File: src/rtl/pipe_pkg.sv
// Shared definitions for the writeback pipeline stage: skid-buffer state encoding
// and the default control-bundle layout (wb_sel, rf_we, wR).
package pipe_pkg;

    typedef enum logic [1:0] {
        SKID_EMPTY = 2'd0,
        SKID_FULL  = 2'd1,
        SKID_SKID  = 2'd2
    } skid_state_e;

    // Default control bundle: [2:0] wb_sel, [3] rf_we, [8:4] wR
    localparam int PIPE_CTRL_W = 9;
    localparam int WB_SEL_LSB  = 0;
    localparam int WB_SEL_W    = 3;
    localparam int RF_WE_BIT   = 3;
    localparam int WR_LSB      = 4;
    localparam int WR_W        = 5;

endpackage

File: src/rtl/sat_counter.sv
// Saturating up-counter with synchronous active-high reset; holds at all-ones.
module sat_counter #(
    parameter int CNT_W = 16
) (
    input  logic             clk_i,
    input  logic             rst_i,
    input  logic             inc_i,
    output logic [CNT_W-1:0] cnt_o
);

    logic [CNT_W-1:0] cnt_q, cnt_d;

    always_comb begin
        cnt_d = cnt_q;
        if (inc_i && (cnt_q != {CNT_W{1'b1}}))
            cnt_d = cnt_q + {{(CNT_W-1){1'b0}}, 1'b1};
    end

    always_ff @(posedge clk_i) begin
        if (rst_i) cnt_q <= '0;
        else       cnt_q <= cnt_d;
    end

    assign cnt_o = cnt_q;

endmodule

File: src/rtl/pipe_stage.sv
// Valid/ready pipeline register with flush, stall, bubble tagging and a bubble counter.
// Define PIPE_STAGE_SKID_EN to add a one-entry skid buffer with registered in_ready_o.
module pipe_stage
    import pipe_pkg::*;
#(
    parameter int DATA_W = 32,
    parameter int CH     = 5,
    parameter int CTRL_W = PIPE_CTRL_W,
    parameter int CNT_W  = 16
) (
    input  logic                 clk_i,
    input  logic                 rst_i,
    input  logic                 in_valid_i,
    output logic                 in_ready_o,
    input  logic [CH*DATA_W-1:0] data_i,
    input  logic [CTRL_W-1:0]    ctrl_i,
    input  logic                 null_i,
    input  logic                 stall_i,
    input  logic                 flush_i,
    output logic                 out_valid_o,
    input  logic                 out_ready_i,
    output logic [CH*DATA_W-1:0] data_o,
    output logic [CTRL_W-1:0]    ctrl_o,
    output logic                 null_o,
    output logic [CNT_W-1:0]     bubble_cnt_o
);

    localparam int PW = CH * DATA_W;

    logic [PW-1:0]     data_q, data_d;
    logic [CTRL_W-1:0] ctrl_q, ctrl_d;
    logic              null_q, null_d;
    logic              out_valid;
    logic              accept;
    logic              xfer;

    assign accept = in_valid_i & in_ready_o;
    assign xfer   = out_valid & out_ready_i;

`ifdef PIPE_STAGE_SKID_EN
    skid_state_e       state_q, state_d;
    logic [PW-1:0]     skid_data_q, skid_data_d;
    logic [CTRL_W-1:0] skid_ctrl_q, skid_ctrl_d;
    logic              skid_null_q, skid_null_d;
    logic              ready_q, ready_d;

    always_ff @(posedge clk_i) begin
        if (rst_i) begin
            state_q     <= SKID_EMPTY;
            ready_q     <= 1'b1;
            skid_data_q <= '0;
            skid_ctrl_q <= '0;
            skid_null_q <= 1'b1;
        end else begin
            state_q     <= state_d;
            ready_q     <= ready_d;
            skid_data_q <= skid_data_d;
            skid_ctrl_q <= skid_ctrl_d;
            skid_null_q <= skid_null_d;
        end
    end

    always_comb begin
        state_d = state_q;
        if (flush_i) begin
            state_d = SKID_EMPTY;
        end else begin
            case (state_q)
                SKID_EMPTY: if (accept) state_d = SKID_FULL;
                SKID_FULL: begin
                    if (accept && !xfer)      state_d = SKID_SKID;
                    else if (!accept && xfer) state_d = SKID_EMPTY;
                end
                SKID_SKID:  if (xfer) state_d = SKID_FULL;
                default:    state_d = SKID_EMPTY;
            endcase
        end
        ready_d = (state_d != SKID_SKID);
    end

    // Main register always holds the oldest entry; the skid slot only ever refills it.
    always_comb begin
        data_d      = data_q;
        ctrl_d      = ctrl_q;
        null_d      = null_q;
        skid_data_d = skid_data_q;
        skid_ctrl_d = skid_ctrl_q;
        skid_null_d = skid_null_q;
        if (flush_i) begin
            ctrl_d      = '0;
            null_d      = 1'b1;
            skid_ctrl_d = '0;
            skid_null_d = 1'b1;
        end else begin
            case (state_q)
                SKID_EMPTY: begin
                    if (accept) begin
                        data_d = data_i;
                        ctrl_d = ctrl_i;
                        null_d = null_i;
                    end
                end
                SKID_FULL: begin
                    if (accept && xfer) begin
                        data_d = data_i;
                        ctrl_d = ctrl_i;
                        null_d = null_i;
                    end else if (accept) begin
                        skid_data_d = data_i;
                        skid_ctrl_d = ctrl_i;
                        skid_null_d = null_i;
                    end else if (xfer) begin
                        ctrl_d = '0;
                        null_d = 1'b1;
                    end
                end
                SKID_SKID: begin
                    if (xfer) begin
                        data_d      = skid_data_q;
                        ctrl_d      = skid_ctrl_q;
                        null_d      = skid_null_q;
                        skid_ctrl_d = '0;
                        skid_null_d = 1'b1;
                    end
                end
                default: ;
            endcase
        end
    end

    always_comb begin
        out_valid  = (state_q != SKID_EMPTY);
        in_ready_o = ready_q & ~stall_i & ~rst_i;
    end
`else
    logic valid_q, valid_d;

    always_ff @(posedge clk_i) begin
        if (rst_i) valid_q <= 1'b0;
        else       valid_q <= valid_d;
    end

    always_comb begin
        valid_d = valid_q;
        data_d  = data_q;
        ctrl_d  = ctrl_q;
        null_d  = null_q;
        if (flush_i) begin
            valid_d = 1'b0;
            ctrl_d  = '0;
            null_d  = 1'b1;
        end else if (accept) begin
            valid_d = 1'b1;
            data_d  = data_i;
            ctrl_d  = ctrl_i;
            null_d  = null_i;
        end else if (xfer) begin
            valid_d = 1'b0;
            ctrl_d  = '0;
            null_d  = 1'b1;
        end
    end

    always_comb begin
        out_valid  = valid_q;
        in_ready_o = ~rst_i & ~stall_i & (~valid_q | out_ready_i);
    end
`endif

    always_ff @(posedge clk_i) begin
        if (rst_i) begin
            data_q <= '0;
            ctrl_q <= '0;
            null_q <= 1'b1;
        end else begin
            data_q <= data_d;
            ctrl_q <= ctrl_d;
            null_q <= null_d;
        end
    end

    // Control is gated so an empty stage can never assert rf_we downstream.
    assign out_valid_o = out_valid;
    assign data_o      = data_q;
    assign ctrl_o      = out_valid ? ctrl_q : '0;
    assign null_o      = null_q | ~out_valid;

    sat_counter #(
        .CNT_W(CNT_W)
    ) u_bubble_cnt (
        .clk_i (clk_i),
        .rst_i (rst_i),
        .inc_i (~(out_valid_o & out_ready_i) | null_o),
        .cnt_o (bubble_cnt_o)
    );

endmodule

File: config.mk
export PLATFORM = sky130hd
export DESIGN_NAME = pipe_stage
export DESIGN_NICKNAME = d
export VERILOG_FILES = /design/src/rtl/pipe_pkg.sv /design/src/rtl/sat_counter.sv /design/src/rtl/pipe_stage.sv
export SDC_FILE = /design/constraint.sdc
export NUM_CORES = 1
export LEC_CHECK = 0
export CORE_AREA = 5 5 145 147
export CTS_CLUSTER_DIAMETER = 150
export DETAILED_ROUTE_END_ITERATION = 12
export DIE_AREA = 0 0 150 152
export PLACE_DENSITY = 0.82
export SKIP_LAST_GASP = 1
export SYNTH_ARGS = -nofsm -noshare
export SYNTH_HDL_FRONTEND = slang
export SYNTH_SLANG_ARGS = --single-unit
File: constraint.sdc
create_clock -name clk_i -period 2.3 [get_ports clk_i]
set_input_delay 0.46 -clock clk_i [delete_from_list [all_inputs] [get_ports clk_i]]
set_output_delay 0.46 -clock clk_i [all_outputs]
set_load 0.05 [all_outputs]
Word-level counts from Yosys, hierarchy flattened
Cells that the tools add are included.
{ "totals": {"rom_bits": 0, "out_inout_bits": 188, "regBits": 187, "ramBits": 0, "elab_cells": 30, "latch_bits": 0, "in_bits": 176, "mem_count": 0} }
{ "classes": {"shift": 0, "div_mod_pow": 0, "bitwise": 12, "reduce_logical": 4, "mul": 0, "mux": 7, "order_cmp": 0, "n_eq_ne": 1, "addsub": 1} }
{ "ops": {"columns": ["op", "count"], "rows": [
  ["$mux 9", 3],
  ["$add 16x1->16 const B", 1],
  ["$ne 16x16->1 const B", 1],
  ["$not 1->1", 5],
  ["$and 1x1->1", 4],
  ["$mux 1", 4],
  ["$or 1x1->1", 3],
  ["$reduce_and 2->1", 1],
  ["$reduce_bool 2->1", 1],
  ["$reduce_or 2->1", 1],
  ["$logic_and 1x1->1", 1]
]} }

Logic depth before layout (Yosys ltp)
{ "depth": {"word_depth": 5, "mapped_depth": 9, "mapped_depth_nobuf": 6} }

Hierarchy
From an unflattened synthesis, not the netlist that was laid out.
{ "unflattened": {"hier_cells": 660, "area_unflattened_um2": 7880.1} }
{ "modules_own_cells": {"columns": ["mod", "instances", "cells_per_inst", "seq_area_each_um2", "area_per_inst_um2"], "rows": [
  ["pipe_stage", 1, 561, 3423.3, 7031.7],
  ["sat_counter", 1, 99, 320.3, 848.3]
]} }

Worst setup path before layout
No wires, ideal clock.
{ "synth_timing": {"path_type": "reg2reg", "from": "reg u_bubble_cnt.cnt_q[0] (netlist: u_bubble_cnt.cnt_o[0])", "to": "reg u_bubble_cnt.cnt_q[15] (netlist: u_bubble_cnt.cnt_o[15])", "setup_slack_ps": 246, "path_stages_with_launch": 8, "arrival_time_ps": 1933, "required_time_ps": 2179, "path_buffers": 1, "cell_sequence": "dfxtp_1 ha_1 and3_4 and3_4 buf_6 a211oi_4 nand3_2 mux2_4"} }
{ "synth_between": {"elab_chain_len": 2, "elab_cells_between_ends": 3, "classes_between": "1 x add/sub; 1 x eq/ne; 1 x reduce/logical"} }
{ "synth_lines": {"columns": ["item", "line", "source"], "rows": [
  ["start, declared", "sat_counter.sv:11", "logic [CNT_W-1:0] cnt_q, cnt_d;"],
  ["start signal, assigned", "sat_counter.sv:21", "else cnt_q <= cnt_d;"],
  ["parallel branches: the longest is 2 deep, another holds $add 16x1->16", null, null]
]} }
Parallel ways; which one is timed is not known.
A chain may end at the register's enable or synchronous reset.

Worst setup path after layout
{ "layout_timing": {"from": "reg valid_q (netlist: out_valid_o)", "to": "out out_valid_o"} }
{ "layout_rtl": {"columns": ["item", "line", "source"], "rows": [
  ["start, declared", "pipe_stage.sv:136", "logic valid_q, valid_d;"],
  ["start signal, assigned", "pipe_stage.sv:140", "else valid_q <= valid_d;"],
  ["end, declared", "pipe_stage.sv:20", "output logic out_valid_o,"]
]} }
No word-level cell between the ends.

==> summary.txt <==
Clock network
  • CTS root buffer: clkbuf_16
  • Hold_buf cts: 0
  • Clk buf depth: 2
  • Clk Latency, worst-skew pair: 420 ps
  • Worst-path clk slew: approximately 70 ps
  • H-tree levels: 4
  • Inserted Clock Buffers: 17
  • Clock sink total: 187
  • Post-CTS Setup Bufs: 0
  • Post-CTS sizing: 0
  • CTS tree: done

STA
  • Slew HR: 0.445
  • Fmax: roughly 450 MHz
  • Setup TNS: 0 ps
  • Worst hold slack: 454 ps
  • Tightest Pin Transition: 833 ps
  • Unrepaired setup endpoints after global routing: false
  • Max-slew violations: 0
  • Setup Viol. Count Final: 0
  • Worst clock skew: between 10 and 15 ps
  • Crit share post-route: 0.970
  • Final Hold Vio Count: 0
  • Fin crit period: between 2000 and 2500 ps

Setup path
  • Crit path DAT: approximately 1800 ps
  • Crit-path max cell delay: 870 ps
  • WS Path Type: flop to primary output
  • Crit. End Element: primary output
  • WP data required: around 1800 ps
  • CP Launch Type: flop
  • Max stage delay cell, worst path: clkdlybuf4s50_1
  • CP max FO: 8
  • Cell Chain, Critical Path: clkdlybuf4s50_1
  • Delay-heaviest family, CP: buffers and inverters
  • Buffers and inverters on the worst path: 1

Finish
  • Share of cells above drive strength 1: 0.0673
  • # fillers: between 1,500 and 2,000
  • Most common cell after layout, fill and taps aside: clkdlybuf4s50_1
  • Most frequent cells in the layout: clkdlybuf4s50_1 (351), nand2_1 (326), dfxtp_1 (187)
  • Layout area overhead: 68.2%
  • Fin nets: between 1,000 and 1,500
  • N_diodes: 0
  • Final cell count without fillers: between 1,000 and 1,500

Power and ir drop
  • Seq pwr share: 0.472
  • P_int: ~0.0052 W
  • Switching share of power: 0.263
  • Clk pwr share: 0.401
  • Psw: 0.00186 W
  • Peak VDD IR: between 0.4 and 0.5 mV
  • Logic pwr share: 0.127
  • Power density over the cells: between 600 and 700 nW/um^2
  • P_leak: 3.95 nW

Global routing
  • Met3 usage: 0.0736
  • Grt met1 use: 0.206
  • Met2 usage: 0.308
  • Vias in the first global route: 6,627
  • First-pass GRT wire length: 33,900 um
  • GR peak layer: met2
  • GRT Total Usage: 0.182
  • Pin count of the biggest net entering global routing: 99
  • Antenna violations before repair: 0
  • Remaining global-route overflow: 0

Detailed routing
  • Via count: between 6,000 and 7,000
  • Avg WL per Cell: 14.8 um
  • Initial DRC Count: between 200 and 300
  • DRT Wirelength: 21,800 um
  • DRT Pass-1 Iters: 5
  • Drc violations: 0
  • Avg Vias per Cell: 4.66
  • Post-route ant nets: 0

Synthesis
  • Largest cells by area after synthesis: dfxtp_1 (55%), nand2_1 (18%), a21oi_1 (13%)
  • Sequential fraction of the synthesis area: 0.554
  • Mapped Nets: around 1,000
  • Post-synth cell types: 35
  • Warnings, synthesis: 0
  • Post-Syn Instances: 841
  • Synth Cell Area: around 6800 um^2
  • Syn Area/Cell: 8.04 um^2
  • Share of the synthesized area in the top cell type: 0.554
  • Seq cells post-synth: 187
  • Cell taking the most area after synthesis: dfxtp_1

Run
  • Max Cap Viol: 0

Place
  • Post-DP HPWL: 16,300 um
  • PortBufs: 363
  • Placed cells: roughly 1,400
  • RD Place Congestion: 0.812

Die
  • Ports: between 300 and 400
  • Initial Util: 0.342
  • Die width: 150 um
  • Die height: about 150 um
  • Total Die Area: 22,800 um^2
  • Placeable Area: 19,800 um^2
  • Rows: 52

Worst hold path
  • Worst min path class: flop to flop

Run status
  • Run status: finished clean
==> logic make-up after synthesis <==
| group | count (synthesis) | synth area share |
|---|---|---|
| muxes | 2 | 0.00370 |
| adders and majority gates | 1 | 0.00185 |
| and+or+nand+nor | 395 | 0.238 |
| DFF | 187 | 0.554 |
| xor gates and xnor gates | 14 | 0.0181 |
| buffers and inverters | 61 | 0.0442 |
| AOI/OAI and AO/OA | 181 | 0.140 |
==> path summary, 6_finish.rpt <==
| kind | start | end | slack (ps) | cells after the start |
|---|---|---|---|---|
| max | out_valid_o$_SDFFE_PP0P_ | out_valid_o | 70 | 1 |
| min | data_o[155]$_SDFFE_PP0P_ | data_o[155]$_SDFFE_PP0P_ | 450 | 2 |
| max reg2reg | u_bubble_cnt.cnt_o[0]$_SDFFE_PP0P_ | u_bubble_cnt.cnt_o[15]$_SDFFE_PP0P_ | 490 | 6 |
| min reg2reg | data_o[155]$_SDFFE_PP0P_ | data_o[155]$_SDFFE_PP0P_ | 450 | 2 |
==> per-layer routing <==
layer / wire length (um) / part of all wire
met1: 8330 / 0.38
met2: 10500 / 0.48
met3: 2350 / 0.11
met4: 546 / 0.025
met5: 0 / 0
==> state kept, by name, summed over array words and instances (netlist names) <==
name                count
ctrl_q                  9
out_valid_o             1
u_bubble_cnt.cnt_o     16
null_q                  1
data_o                160
==> synth_stat cells (all sizes together) <==
| cell type | number |
|---|---|
| a211oi | 2 |
| a21oi | 170 |
| a22oi | 9 |
| and2 | 10 |
| and3 | 5 |
| and4 | 2 |
| buf | 37 |
| clkbuf | 23 |
| dfxtp | 187 |
| ha | 1 |
| inv | 1 |
| mux2 | 1 |
| mux2i | 1 |
| nand2 | 326 |
| nand2b | 2 |
| nand3 | 5 |
| nand3b | 1 |
| nand4 | 7 |
| nor2 | 29 |
| nor2b | 1 |
| nor3 | 2 |
| nor4 | 2 |
| nor4b | 1 |
| or2 | 2 |
| xnor2 | 14 |
==> worst min-delay path, delay by kind of cell, from the launching register on <==
family,cells,cell delay [ps]
flip-flops,1,310
AND/OR/NAND/NOR,1,50
AO/OA/AOI/OAI,1,50
==> metrics by stage <==
stage	cell area, um^2	util	setup slack [ps]	total power, W
after floorplan	6760	-	246	0.00381
after global placement	10800	0.546	143	0.00431
after detailed placement	10800	0.546	57.7	0.00432
after CTS	11400	0.575	58.8	0.00716
after global routing	11400	0.575	16.1	0.00737
final	11400	0.575	68.2	0.00707
==> cell type report <==
cell class / instances / area (um^2) / area share
Sequential cell: 187 / 3740 / 0.329
Tap cell: 270 / 338 / 0.0297
Clock inverter: 13 / 126 / 0.0111
Inverter: 1 / 3.75 / 0.000330
Clock buffer: 19 / 443 / 0.0389
Multi-Input combinational cell: 593 / 2730 / 0.240
Timing Repair Buffer: 390 / 3990 / 0.351
==> power by group through the flow <==
stage / logic (W) / clock network [W] / registers [W]
after floorplan: 0.000180 / 0 / 0.00363
after global placement: 0.000897 / 0 / 0.00341
after detailed placement: 0.000903 / 0 / 0.00341
after CTS: 0.000906 / 0.00292 / 0.00334
after global routing: 0.000951 / 0.00308 / 0.00335
final: 0.000901 / 0.00283 / 0.00334
(Power assumes the default switching activity.)
